==> config.mk <==
export PLATFORM = sky130hd
export DESIGN_NAME = sma_ch_sched_flat
export DESIGN_NICKNAME = d
export VERILOG_FILES = /design/src/rtl/sma_ch_sched_if.sv /design/src/rtl/sma_ch_sched.sv /design/src/flat_wrapper.sv
export SDC_FILE = /design/constraint.sdc
export NUM_CORES = 1
export LEC_CHECK = 0
export ABC_AREA = 1
export BUFFER_PORTS_ARGS = -buffer_cell sky130_fd_sc_hd__clkbuf_2
export CORE_ASPECT_RATIO = 1.2
export CORE_MARGIN = 8
export CORE_UTILIZATION = 55
export CTS_CLUSTER_DIAMETER = 150
export DETAILED_ROUTE_END_ITERATION = 7
export HOLD_SLACK_MARGIN = 0.08
export PLACE_DENSITY = 0.76
export RECOVER_POWER = 100
export SYNTH_ARGS = -nofsm -noshare
export SYNTH_HDL_FRONTEND = slang
export SYNTH_SLANG_ARGS = --single-unit
==> constraint.sdc <==
create_clock -name clk -period 4.75 [get_ports clk]
set_input_delay 0.2375 -clock clk [delete_from_list [all_inputs] [get_ports clk]]
set_output_delay 0.2375 -clock clk [all_outputs]
set_load 0.02 [all_outputs]
==> src/rtl/sma_ch_sched_if.sv <==
// Channel request and result handshake bundle for sma_ch_sched.
interface sma_ch_sched_if #(
    parameter int NUM_CH = 4,
    parameter int DW     = 16
);
    localparam int CW = $clog2(NUM_CH);

    logic [NUM_CH-1:0]    ch_valid;
    logic [NUM_CH*DW-1:0] ch_x;
    logic [NUM_CH-1:0]    ch_ready;
    logic                 y_valid;
    logic                 y_ready;
    logic signed [DW-1:0] y;
    logic [CW-1:0]        y_ch;

    modport master (
        output ch_valid, ch_x, y_ready,
        input  ch_ready, y_valid, y, y_ch
    );

    modport slave (
        input  ch_valid, ch_x, y_ready,
        output ch_ready, y_valid, y, y_ch
    );
endinterface

==> src/rtl/sma_ch_sched.sv <==
// Time-shared 4-tap moving average over NUM_CH channels with round-robin grant
// and a single-entry output register.
//
// state | meaning
// EMPTY | no result held, y_valid=0
// FULL  | result held on y/y_ch, y_valid=1
module sma_ch_sched #(
    parameter int NUM_CH = 4,
    parameter int DW     = 16
) (
    input  logic          clk,
    input  logic          rst,
    input  logic          clr,
    sma_ch_sched_if.slave bus
);
    localparam int CW = $clog2(NUM_CH);
    localparam int AW = DW + 2;

    localparam logic [0:0] EMPTY = 1'b0;
    localparam logic [0:0] FULL  = 1'b1;

    logic [0:0]           state;
    logic [CW-1:0]        last;
    logic signed [DW-1:0] xp1 [NUM_CH];
    logic signed [DW-1:0] xp2 [NUM_CH];
    logic signed [DW-1:0] xp3 [NUM_CH];
    logic signed [DW-1:0] xp4 [NUM_CH];
    logic signed [AW-1:0] acc [NUM_CH];
    logic signed [DW-1:0] y_q;
    logic [CW-1:0]        y_ch_q;

    logic                 cap;
    logic                 found;
    logic [CW-1:0]        gidx;
    logic [NUM_CH-1:0]    gnt;
    logic                 accept;
    logic signed [DW-1:0] x_sel;
    logic signed [AW-1:0] acc_new;
    logic signed [AW-1:0] acc_bias;
    logic signed [AW-1:0] q;
    logic signed [DW-1:0] y_next;
    logic                 q_unused;

    assign cap = !clr && ((state == EMPTY) || bus.y_ready);

    // Search starts one past the last grant; offset NUM_CH wraps back to last itself.
    always_comb begin
        found = 1'b0;
        gidx  = '0;
        for (int i = 1; i <= NUM_CH; i++) begin
            if (!found && bus.ch_valid[last + CW'(i)]) begin
                found = 1'b1;
                gidx  = last + CW'(i);
            end
        end
    end

    // rst gates the grant directly so nothing is offered while reset is held.
    assign gnt          = (rst && cap && found) ? ({{(NUM_CH-1){1'b0}}, 1'b1} << gidx) : '0;
    assign bus.ch_ready = gnt;
    assign accept       = |(bus.ch_valid & gnt);

    assign x_sel    = bus.ch_x[gidx*DW +: DW];
    assign acc_new  = acc[gidx] - {{2{xp4[gidx][DW-1]}}, xp4[gidx]} + {{2{x_sel[DW-1]}}, x_sel};
    // Bias negatives by 3 before the arithmetic shift to truncate toward zero.
    assign acc_bias = acc_new + (acc_new[AW-1] ? AW'(3) : AW'(0));
    assign q        = acc_bias >>> 2;
    assign y_next   = {q[AW-1], q[DW-2:0]};
    assign q_unused = ^q[DW:DW-1];

    always_ff @(posedge clk or negedge rst) begin
        if (!rst) begin
            state  <= EMPTY;
            last   <= CW'(NUM_CH - 1);
            y_q    <= '0;
            y_ch_q <= '0;
            for (int i = 0; i < NUM_CH; i++) begin
                xp1[i] <= '0;
                xp2[i] <= '0;
                xp3[i] <= '0;
                xp4[i] <= '0;
                acc[i] <= '0;
            end
        end else if (clr) begin
            state  <= EMPTY;
            last   <= CW'(NUM_CH - 1);
            y_q    <= '0;
            y_ch_q <= '0;
            for (int i = 0; i < NUM_CH; i++) begin
                xp1[i] <= '0;
                xp2[i] <= '0;
                xp3[i] <= '0;
                xp4[i] <= '0;
                acc[i] <= '0;
            end
        end else if (accept) begin
            state     <= FULL;
            last      <= gidx;
            y_q       <= y_next;
            y_ch_q    <= gidx;
            xp4[gidx] <= xp3[gidx];
            xp3[gidx] <= xp2[gidx];
            xp2[gidx] <= xp1[gidx];
            xp1[gidx] <= x_sel;
            acc[gidx] <= acc_new;
        end else if (state == FULL && bus.y_ready) begin
            state <= EMPTY;
        end
    end

    assign bus.y_valid = (state == FULL);
    assign bus.y       = y_q;
    assign bus.y_ch    = y_ch_q;
endmodule

==> src/flat_wrapper.sv <==
// flat-port wrapper written by rule: the top's interface ports become plain ports
module sma_ch_sched_flat 
#(
    parameter int NUM_CH = 4,
    parameter int DW     = 16
)
  (clk, rst, clr, bus_ch_valid, bus_ch_x, bus_y_ready, bus_ch_ready, bus_y_valid, bus_y, bus_y_ch);
  sma_ch_sched_if #(.NUM_CH(NUM_CH), .DW(DW)) bus_i ();
  input  logic clk;
  input  logic rst;
  input  logic clr;
  input wire logic [$bits(bus_i.ch_valid)-1:0] bus_ch_valid;
  input wire logic [$bits(bus_i.ch_x)-1:0] bus_ch_x;
  input wire logic [$bits(bus_i.y_ready)-1:0] bus_y_ready;
  output wire logic [$bits(bus_i.ch_ready)-1:0] bus_ch_ready;
  output wire logic [$bits(bus_i.y_valid)-1:0] bus_y_valid;
  output wire logic [$bits(bus_i.y)-1:0] bus_y;
  output wire logic [$bits(bus_i.y_ch)-1:0] bus_y_ch;
  assign bus_i.ch_valid = bus_ch_valid;
  assign bus_i.ch_x = bus_ch_x;
  assign bus_i.y_ready = bus_y_ready;
  assign bus_ch_ready = bus_i.ch_ready;
  assign bus_y_valid = bus_i.y_valid;
  assign bus_y = bus_i.y;
  assign bus_y_ch = bus_i.y_ch;
  sma_ch_sched #(.NUM_CH(NUM_CH), .DW(DW)) u_core (.clk(clk), .rst(rst), .clr(clr), .bus(bus_i));
endmodule
## Word-level counts from Yosys, hierarchy flattened

Cells that the tools add are included.
W data, S select, Z words.

- Logic and storage cells: 117
- Bits in registers: 349
- Output and inout bits: 23

- $lt $le $gt $ge: 6
- Reduce and logical (&&, ||, !) cells: 16
- Bitwise logic cells: 3
- $add $sub $neg: 6
- Shift operators: 2
- Multiplexer cells: 60

Operators with widths:

| kind | count |
|---|---|
| $mux W64 | 8 |
| $bwmux W64 | 4 |
| $mux W16 | 11 |
| $mux W72 | 2 |
| $bmux W16 S2 | 4 |
| $bwmux W72 | 1 |
| $shiftx A64 B7 Y16 | 1 |
| $mux W18 | 3 |
| $add A18 B18 Y18 | 2 |
| $bmux W18 S2 | 1 |
| $demux W18 S2 | 1 |
| $demux W16 S2 | 1 |
| $sub A18 B18 Y18 | 1 |
| $mux W2 | 8 |
| $lt A2 B3 Y1 const B | 4 |
| $mux W1 | 11 |
| $bmux W1 S2 | 4 |
| $logic_and A1 B1 Y1 | 8 |
| $add A2 B2 Y2 const B | 2 |
| $and A4 B4 Y4 | 1 |
| $logic_not A1 Y1 | 4 |
| $mux W4 | 1 |
| $reduce_or A4 Y1 | 1 |
| $shl A1 B2 Y4 const A | 1 |
| 8 further kinds | 8 |

## Logic depth before layout (Yosys ltp)

Gate-level depths: netlist of run 1.

- Word-level depth: 23
- Depth in mapped cells: 39
- Gate-level depth less buffers: 37

## Least setup slack after synthesis of run 1

OpenSTA, ideal clock, no wires.

- Path kind: register -> register
- From: reg u_core.last[0]
- To: reg u_core.y_q[14], in the netlist u_core.bus.y[14]
- Setup slack: -0.357 ns
- Clock period less this slack: 5.107 ns
- Arrival: 4.989 ns
- Cell stages (with the launch flop): 35
- Cells stage by stage: dfstp_2 buf_4 nand2_1 nand2_1 nand2_2 nand2_2 inv_1 nand3_1 nand3_4 buf_6 nand2_1 buf_2 buf_2 buf_1 o221ai_1 fa_1 inv_1 ha_1 a21o_1 nand2_1 nand2_1 nand2_1 nand4_1 nand3_1 nand2_1 a21oi_1 inv_1 a21oi_1 inv_1 nand3_2 nand3_4 nor2_8 nand4_1 nand3_1 nand2_1

- Cells in the longest elaborated chain, start to end: 23
- Elaborated cells between the ends (all ways): 45
- Those cells by class: add/sub: 6; shift: 2; mux: 26; bitwise: 2; reduce/logical: 9

Ends and longest elaborated chain:

| item | line | source |
|---|---|---|
| start, declared | sma_ch_sched.sv:23 | `logic [CW-1:0] last;` |
| start signal, assigned | sma_ch_sched.sv:74 | `last <= CW'(NUM_CH - 1);` |
| start signal, assigned | sma_ch_sched.sv:86 | `last <= CW'(NUM_CH - 1);` |
| start signal, assigned | sma_ch_sched.sv:98 | `last <= gidx;` |
| $add A2 B1 Y2 | sma_ch_sched.sv:51, sma_ch_sched.sv:53 |  |
| $bmux W1 S2 | sma_ch_sched.sv:51 | `if (!found && bus.ch_valid[last + CW'(i)]) begin` |
| $mux W1 (not written as such) | sma_ch_sched.sv:51 |  |
| $mux W1 | sma_ch_sched.sv:51 |  |
| $logic_not A1 Y1 | sma_ch_sched.sv:51 |  |
| $logic_and A1 B1 Y1 | sma_ch_sched.sv:51 |  |
| $mux W1 | sma_ch_sched.sv:51 |  |
| $logic_not A1 Y1 | sma_ch_sched.sv:51 |  |
| (+6 left out) | n/a |  |
| $bmux W18 S2 or $bmux W16 S2 (tied branches) | sma_ch_sched.sv:64 | `assign acc_new = acc[gidx] - {{2{xp4[gidx][DW-1]}}, xp4[gidx]} + {{2{x_sel[DW-1]}}, x_sel};` |
| $mux W18 (not written as such) or $mux W16 (tied branches) (2 in a row) | sma_ch_sched.sv:64 |  |
| $sub A18 B18 Y18 | sma_ch_sched.sv:64 |  |
| $add A18 B18 Y18 | sma_ch_sched.sv:64 |  |
| $mux W2 | sma_ch_sched.sv:66 | `assign acc_bias = acc_new + (acc_new[AW-1] ? AW'(3) : AW'(0));` |
| $add A18 B18 Y18 | sma_ch_sched.sv:66 |  |
| $mux W16 | sma_ch_sched.sv:96 | `end else if (accept) begin` |
| $mux W16 | sma_ch_sched.sv:84 | `end else if (clr) begin` |
| end signal, assigned | sma_ch_sched.sv:99 | `y_q <= y_next;` |
| end, declared | sma_ch_sched.sv:29 | `logic signed [DW-1:0] y_q;` |

Parallel ways exist; a longest one is shown, timed or not. The select of a mux whose other input is x is not followed.
A chain may end at the register's enable or synchronous reset.

## Worst setup path in the final report of run 1

- From: reg u_core.last[0]
- To: reg u_core.y_q[11], in the netlist u_core.bus.y[11]

The elaborated chain is that of the path after synthesis.

==> impl_metrics.csv, run 1 <==
group,metric,value,unit
drt,drt_iter0_drc,1691,
worst_setup_path,critical-path-slowest-cell,"dfstp_2",
yosys,yosysWarningCount,0,
place,io_buffers,94,
min_path,min_to,"u_core.last[1]",
final_layout,drive_above_1_share,24.6,%
place,dpl.hpwl,30700,µm
worst_setup_path,start_kind,"flip-flop",
yosys,synth_async_sr_flop_share,100,%
min_path,hold_depth,5,
drt,postRouteAntennaNets,0,
die,floorplan.rows,70,
clock_network,cts_tree,"built",
yosys,yosysSeqAreaShare,52.1,%
drt,routed_wl,49800,µm
sta,slew_viol_final,44,
min_path,hp-start,"clr",
drt,vias_per_cell,6.17,
global_route,grt_pass1_wl,79700,µm
outcome,status,"finished with violations",
worst_setup_path,r2r_setup_slack,-0.21,ns
run,drv_cap,1,
worst_setup_path,r2r_start,"u_core.last[0]",
clock_network,clk_pin_slew,0.06,ns
place,dp_slack,-0.374,ns
sta,worst_slew_pin_slew,2.37,ns
worst_setup_path,crit_arrival,5.41,ns
final_layout,antennaDiodeCount,0,
yosys,synthFlopType,"dfrtp_1",
sta,post-route-min-period,4.96,ns
sta,fin_crit_sh,104,%
clock_network,clk_path_buf_depth,3,
sta,final-setup-viol-count,20,
sta,hold_violations,0,
clock_network,clock_latency,0.53,ns
die,die_area,0.0363,mm²
yosys,netlist_area,0.0168,mm²
drt,drc,0,
worst_setup_path,reg2regPathDepth,35,
global_route,grt-ovfl-total,0,
worst_setup_path,path_class,"flip-flop to flip-flop",
die,start_util,55.5,%
yosys,synth_nets,1915,
drt,via_count,15000,
global_route,grt_pass1_vias,15300,
yosys,synth-edff-count,0,
global_route,antenna_found_initial,0,
sta,worst_slack,-0.206,ns
outcome,violations,"capacitance limit, slew limit, setup timing",
global_route,grt_max_degree,92,
die,io_pins,95,
clock_network,numCtsBuffers,36,
final_layout,area_growth,24.2,%
worst_setup_path,setup.worst_path.end_class,"flip-flop",
die,die_h,207,µm
drt,post_drt_wl_per_cell,20.4,µm
yosys,synth_cell_types,44,
min_path,hold_class,"primary input to flip-flop",
place,gp_congestion,0.917,
clock_network,cts.sinks,349,
die,dieWidth,175,µm
clock_network,root_buffer,"clkbuf_16",
die,core,0.0302,mm²
worst_setup_path,max_stage_delay,0.60,ns
clock_network,htreeDepth,2,
yosys,synth-seq-cells,349,
drt,drtPass1Iterations,6,
sta,fmax,202,MHz
final_layout,final_nets,2122,
sta,relSlewSlack,-57.7,%
final_layout,final_util,68.9,%
worst_setup_path,worstPathMaxFanout,9,
sta,clock_skew,0.0192,ns
sta,rsz0062_at_grt,"true",
global_route,grt_use_total,26.6,%
worst_setup_path,r2r-end,"u_core.bus.y[11]",
yosys,avgSynthCellArea,9.27,µm²
yosys,synthCells,1808,
worst_setup_path,worst_ep_required_time,5.20,ns
-- routing by layer --
layer  global-route usage [%]  share of wire [%]  vias up
met5                        0                  0        -
met3                     5.15                7.4      103
li1                         -                  -     6786
met1                     34.3                 40     7458
met2                     43.7                 49      701
met4                     10.2                3.1        0
-- cell usage after synthesis, drive strengths merged, types with 15 or more instances --
| library cell | count | share of area (%) |
|---|---|---|
| o221ai | 73 | 3.8 |
| dfrtp | 347 | 52 |
| a22oi | 78 | 3.5 |
| nand3 | 222 | 6.9 |
| ha | 18 | 1.3 |
| o22ai | 169 | 6.3 |
| o21ai | 181 | 5.4 |
| nand2 | 188 | 4.5 |
| fa | 17 | 2.0 |
| inv | 259 | 5.8 |
| buf | 60 | 1.6 |
| a21oi | 19 | 0.66 |
| nor2 | 37 | 1.1 |
| a221oi | 15 | 1.0 |
| clkbuf | 72 | 1.6 |
-- how the worst max path moves through the flow --
stage	start	endpoint	slack (ns)	cells after the start
after CTS	u_core.last[0]	u_core.bus.y[12]	-0.15	35
final	u_core.last[0]	u_core.bus.y[11]	-0.21	35
after global placement	u_core.last[0]	u_core.bus.y[15]	-0.29	35
after global routing	u_core.last[0]	u_core.bus.y[10]	-0.50	35
after floorplan	u_core.last[0]	u_core.bus.y[15]	0.005	33
after detailed placement	u_core.last[0]	u_core.bus.y[15]	-0.37	35
-- stage by stage --
stage / instances / cell area [µm²] / setup TNS (ns) / hold WS (ns)
after floorplan: 1808 / 16900 / 0 / -0.0581
after global placement: 2335 / 18800 / -4.08 / 0.140
after detailed placement: 2335 / 18800 / -5.87 / 0.142
after CTS: 2428 / 20400 / -1.85 / 0.119
after global routing: 2438 / 20800 / -47.44 / 0.178
final: 2438 / 20800 / -3.31 / 0.125
-- layout by cell type (no fill, tap or decap), types with 27 or more instances in the layout --
cell type    n
buf_4      171
o21ai_0    171
dfrtp_1    347
nor2_1      27
nand2_2     33
nand2_1    148
inv_1      238
o221ai_1    61
nand3_1    213
clkbuf_16   37
a22oi_1     67
clkbuf_2    86
o22ai_1    166
-- final cells by class --
class	instances	area, µm²
Fill cell	2295	9390
Sequential cell	349	8740
Multi-Input combinational cell	1069	7100
Timing Repair Buffer	299	2290
Clock buffer	52	1100
Inverter	260	998
Tap cell	396	495
Clock inverter	13	101
-- logic make-up after synthesis --
kind of cell             count (synthesis)  share of synthesized area (%)
AO/OA/AOI/OAI                          551                           21.5
adder cells (fa/ha/maj)                 35                           3.37
flip-flops                             349                           52.1
AND/OR/NAND/NOR                        468                           13.3
buffers and inverters                  392                           9.07
XOR/XNOR                                13                          0.679
-- flip-flops by register name (all words and copies together) (netlist names) --
| name | cells |
|---|---|
| u_core.xp4 | 64 |
| u_core.xp3 | 64 |
| u_core.bus.y_valid | 1 |
| u_core.xp2 | 64 |
| u_core.acc | 72 |
| u_core.last | 2 |
| u_core.bus.y | 16 |
| u_core.xp1 | 64 |
| u_core.bus.y_ch | 2 |
-- critical path: cells and delay by family (launching register included) --
family / cells / cell delay, ns
fa+ha+maj: 2 / 0.68
flops: 1 / 0.60
simple gates: 22 / 2.04
buf+inv: 7 / 0.72
compound gates: 4 / 0.84
-- repair_timing --
action | CTS | global route
hold buffers | 2 | 0
cloned | 3 | 0
buffers inserted | 23 | 10
endpoints found under the setup margin | 26 | 48
pin swaps | 27 | 29
resized for setup | 53 | 68
endpoints found under the hold margin | 41 | 0
Power of run 1 is not shown: default switching activity piles up to over one toggle a cycle in this logic, so the estimate is an artifact.
==> run 2: changes to the inputs <==
--- a/config.mk
+++ b/config.mk
@@ -15,6 +15,7 @@
 export HOLD_SLACK_MARGIN = 0.08
 export PLACE_DENSITY = 0.76
 export RECOVER_POWER = 100
+export SETUP_SLACK_MARGIN = 0.4
 export SYNTH_ARGS = -nofsm -noshare
 export SYNTH_HDL_FRONTEND = slang
 export SYNTH_SLANG_ARGS = --single-unit
==> run 2 against run 1 <==
  * The run still ends with capacitance limit, slew limit, setup timing left
  * Setup slack worse by 0.13 ns
  * Die area stayed put
  * Sequential cell count stayed put
  * Sequential share of layout area is 1.4 points lower
  * Global-route usage is 0.87 points higher
  * Cell count is 0.82% higher
  * Clock skew is 0.014 ns higher
  * Register-to-register slack worse by 0.13 ns
  * Non-clock buffer count is 23 higher
  * Critical endpoint is now u_core.bus.y[1]
  * Largest cell class unchanged
  * Highest routed layer unchanged
==> impl_metrics.csv, run 2 (same netlist as run 1, synthesis figures left out) <==
group,metric,value,unit
worst_setup_path,reg2regPathDepth,31,
worst_setup_path,critical-path-slowest-cell,"dfstp_2",
outcome,status,"finished with violations",
final_layout,largest-register,"u_core.acc",
clock_network,htreeDepth,2,
drt,drc,0,
final_layout,stdcell_count,2458,
sta,fin_crit_sh,107,%
final_layout,area.sequential,0.00874,mm²
worst_setup_path,setup.worst_path.end_class,"flip-flop",
drt,postRouteAntennaNets,0,
place,dp.cells,2339,
die,io_pins,95,
sta,clock_skew,0.0336,ns
sta,rsz0062_at_grt,"true",
clock_network,clk_pin_slew,0.06,ns
die,dieWidth,175,µm
place,dpl.hpwl,31500,µm
die,start_util,55.5,%
global_route,grt_use_total,27.4,%
final_layout,antennaDiodeCount,0,
sta,hold_violations,0,
sta,worst_slack,-0.332,ns
global_route,antenna_found_initial,0,
worst_setup_path,crit_arrival,5.54,ns
outcome,violations,"capacitance limit, slew limit, setup timing",
final_layout,layout_common_cells,"347 x dfrtp_1, 222 x inv_1, 207 x nand3_1",
worst_setup_path,crit_cells,31,
drt,drtPass1Iterations,5,
final_layout,largest_reg_flops,72,
die,floorplan.rows,70,
drt,drt_iter0_drc,1621,
worst_setup_path,worstPathMaxFanout,8,
final_layout,final_common_cell,"dfrtp_1",
final_layout,fillCellCount,2077,
final_layout,area_growth,28.6,%
clock_network,cts.sinks,349,
worst_setup_path,start_kind,"flip-flop",
die,core,0.0302,mm²
drt,routed_wl,52800,µm
final_layout,multi_input_area,0.00749,mm²
clock_network,clock_latency,0.54,ns
clock_network,clk_path_buf_depth,3,
sta,worst_slew_pin_slew,2.22,ns
run,drv_cap,1,
sta,fmax,197,MHz
drt,via_count,15500,
sta,relSlewSlack,-48.0,%
drt,vias_per_cell,6.32,
sta,final-setup-viol-count,20,
sta,post-route-min-period,5.08,ns
global_route,grt-ovfl-total,0,
clock_network,numCtsBuffers,36,
final_layout,final_nets,2144,
die,die_area,0.0363,mm²
worst_setup_path,cp.buffers_inverters,9,
global_route,grt_pass1_wl,81800,µm
worst_setup_path,path_class,"flip-flop to flip-flop",
worst_setup_path,worst_ep_required_time,5.20,ns
drt,post_drt_wl_per_cell,21.5,µm
place,gp_congestion,0.959,
clock_network,cts_tree,"built",
place,io_buffers,94,
global_route,grt_pass1_vias,15700,
sta,slew_viol_final,84,
clock_network,root_buffer,"clkbuf_16",
global_route,grt_max_degree,92,
final_layout,final_util,71.3,%
min_path,hold_class,"primary input to flip-flop",
min_path,hold_depth,4,
sta,fin_setup_tns,-4.53,ns
worst_setup_path,cpLargestDelayFamily,"simple AND/OR/NAND/NOR gates",
die,die_h,207,µm
worst_setup_path,max_stage_delay,0.59,ns
final_layout,drive_above_1_share,28.7,%
[run 2: cell count changes in the layout (fill, tap and decap cells not counted), sizes merged]
cell and change:
clkinv -3, bufbuf -1, inv -2, bufinv +4, clkinvlp +1, nor2 -1, buf +22
[run 2: worst paths after layout]
path	from	end	slack (ns)
max	u_core.last[0]	u_core.bus.y[1]	-0.33
min	clr	u_core.bus.y_valid	0.11
max reg2reg	u_core.last[0]	u_core.bus.y[1]	-0.33
min reg2reg	u_core.bus.y_ch[1]	u_core.bus.y_ch[1]	0.47
max in group asynchronous	rst	u_core.acc[2]	1.30
min in group asynchronous	rst	u_core.xp4[46]	0.90
[run 2: layer usage]
metal / track usage [%] / vias up / part of all wire (%)
li1: - / 6853 / -
met1: 34.5 / 7654 / 39
met2: 45.6 / 837 / 49
met3: 4.55 / 180 / 7.5
met4: 12.9 / 0 / 4.5
met5: 0 / - / 0
[run 2: worst reg2reg max path, delay by kind of cell, from the launching register on]
family | cells | cell delay, ns
simple gates | 15 | 1.59
compound gates | 5 | 1.10
buf+inv | 9 | 1.03
fa+ha+maj | 2 | 0.70
flops | 1 | 0.59
[run 2: cell type report]
cell class              count  share of cell area, %
clock buffers              50                   4.80
repair buffers            322                   12.0
well taps                 396                   2.30
multi-input cells        1068                   34.8
clock inverters            13                  0.981
inverters                 260                   4.67
flip-flops and latches    349                   40.5
[run 2: repair_timing]
item / CTS / global route
gates resized for setup: 148 / 90
setup endpoints to repair: 72 / 76
setup buffers: 31 / 19
endpoints found under the hold margin: 80 / 0
pin swaps: 44 / 36
gates cloned: 2 / 2
hold buffers: 2 / 0
[run 2: stage by stage]
stage                     area (µm²)  hold slack [ns]  setup WS, ns
after floorplan                17100          -0.0581         0.130
after global placement         18900            0.273        -0.105
after detailed placement       18900            0.280        -0.227
after CTS                      21000           0.0938       -0.0981
after global routing           21600            0.120        -0.610
final                          21600            0.110        -0.332
Power of run 2 is left out for the same reason.
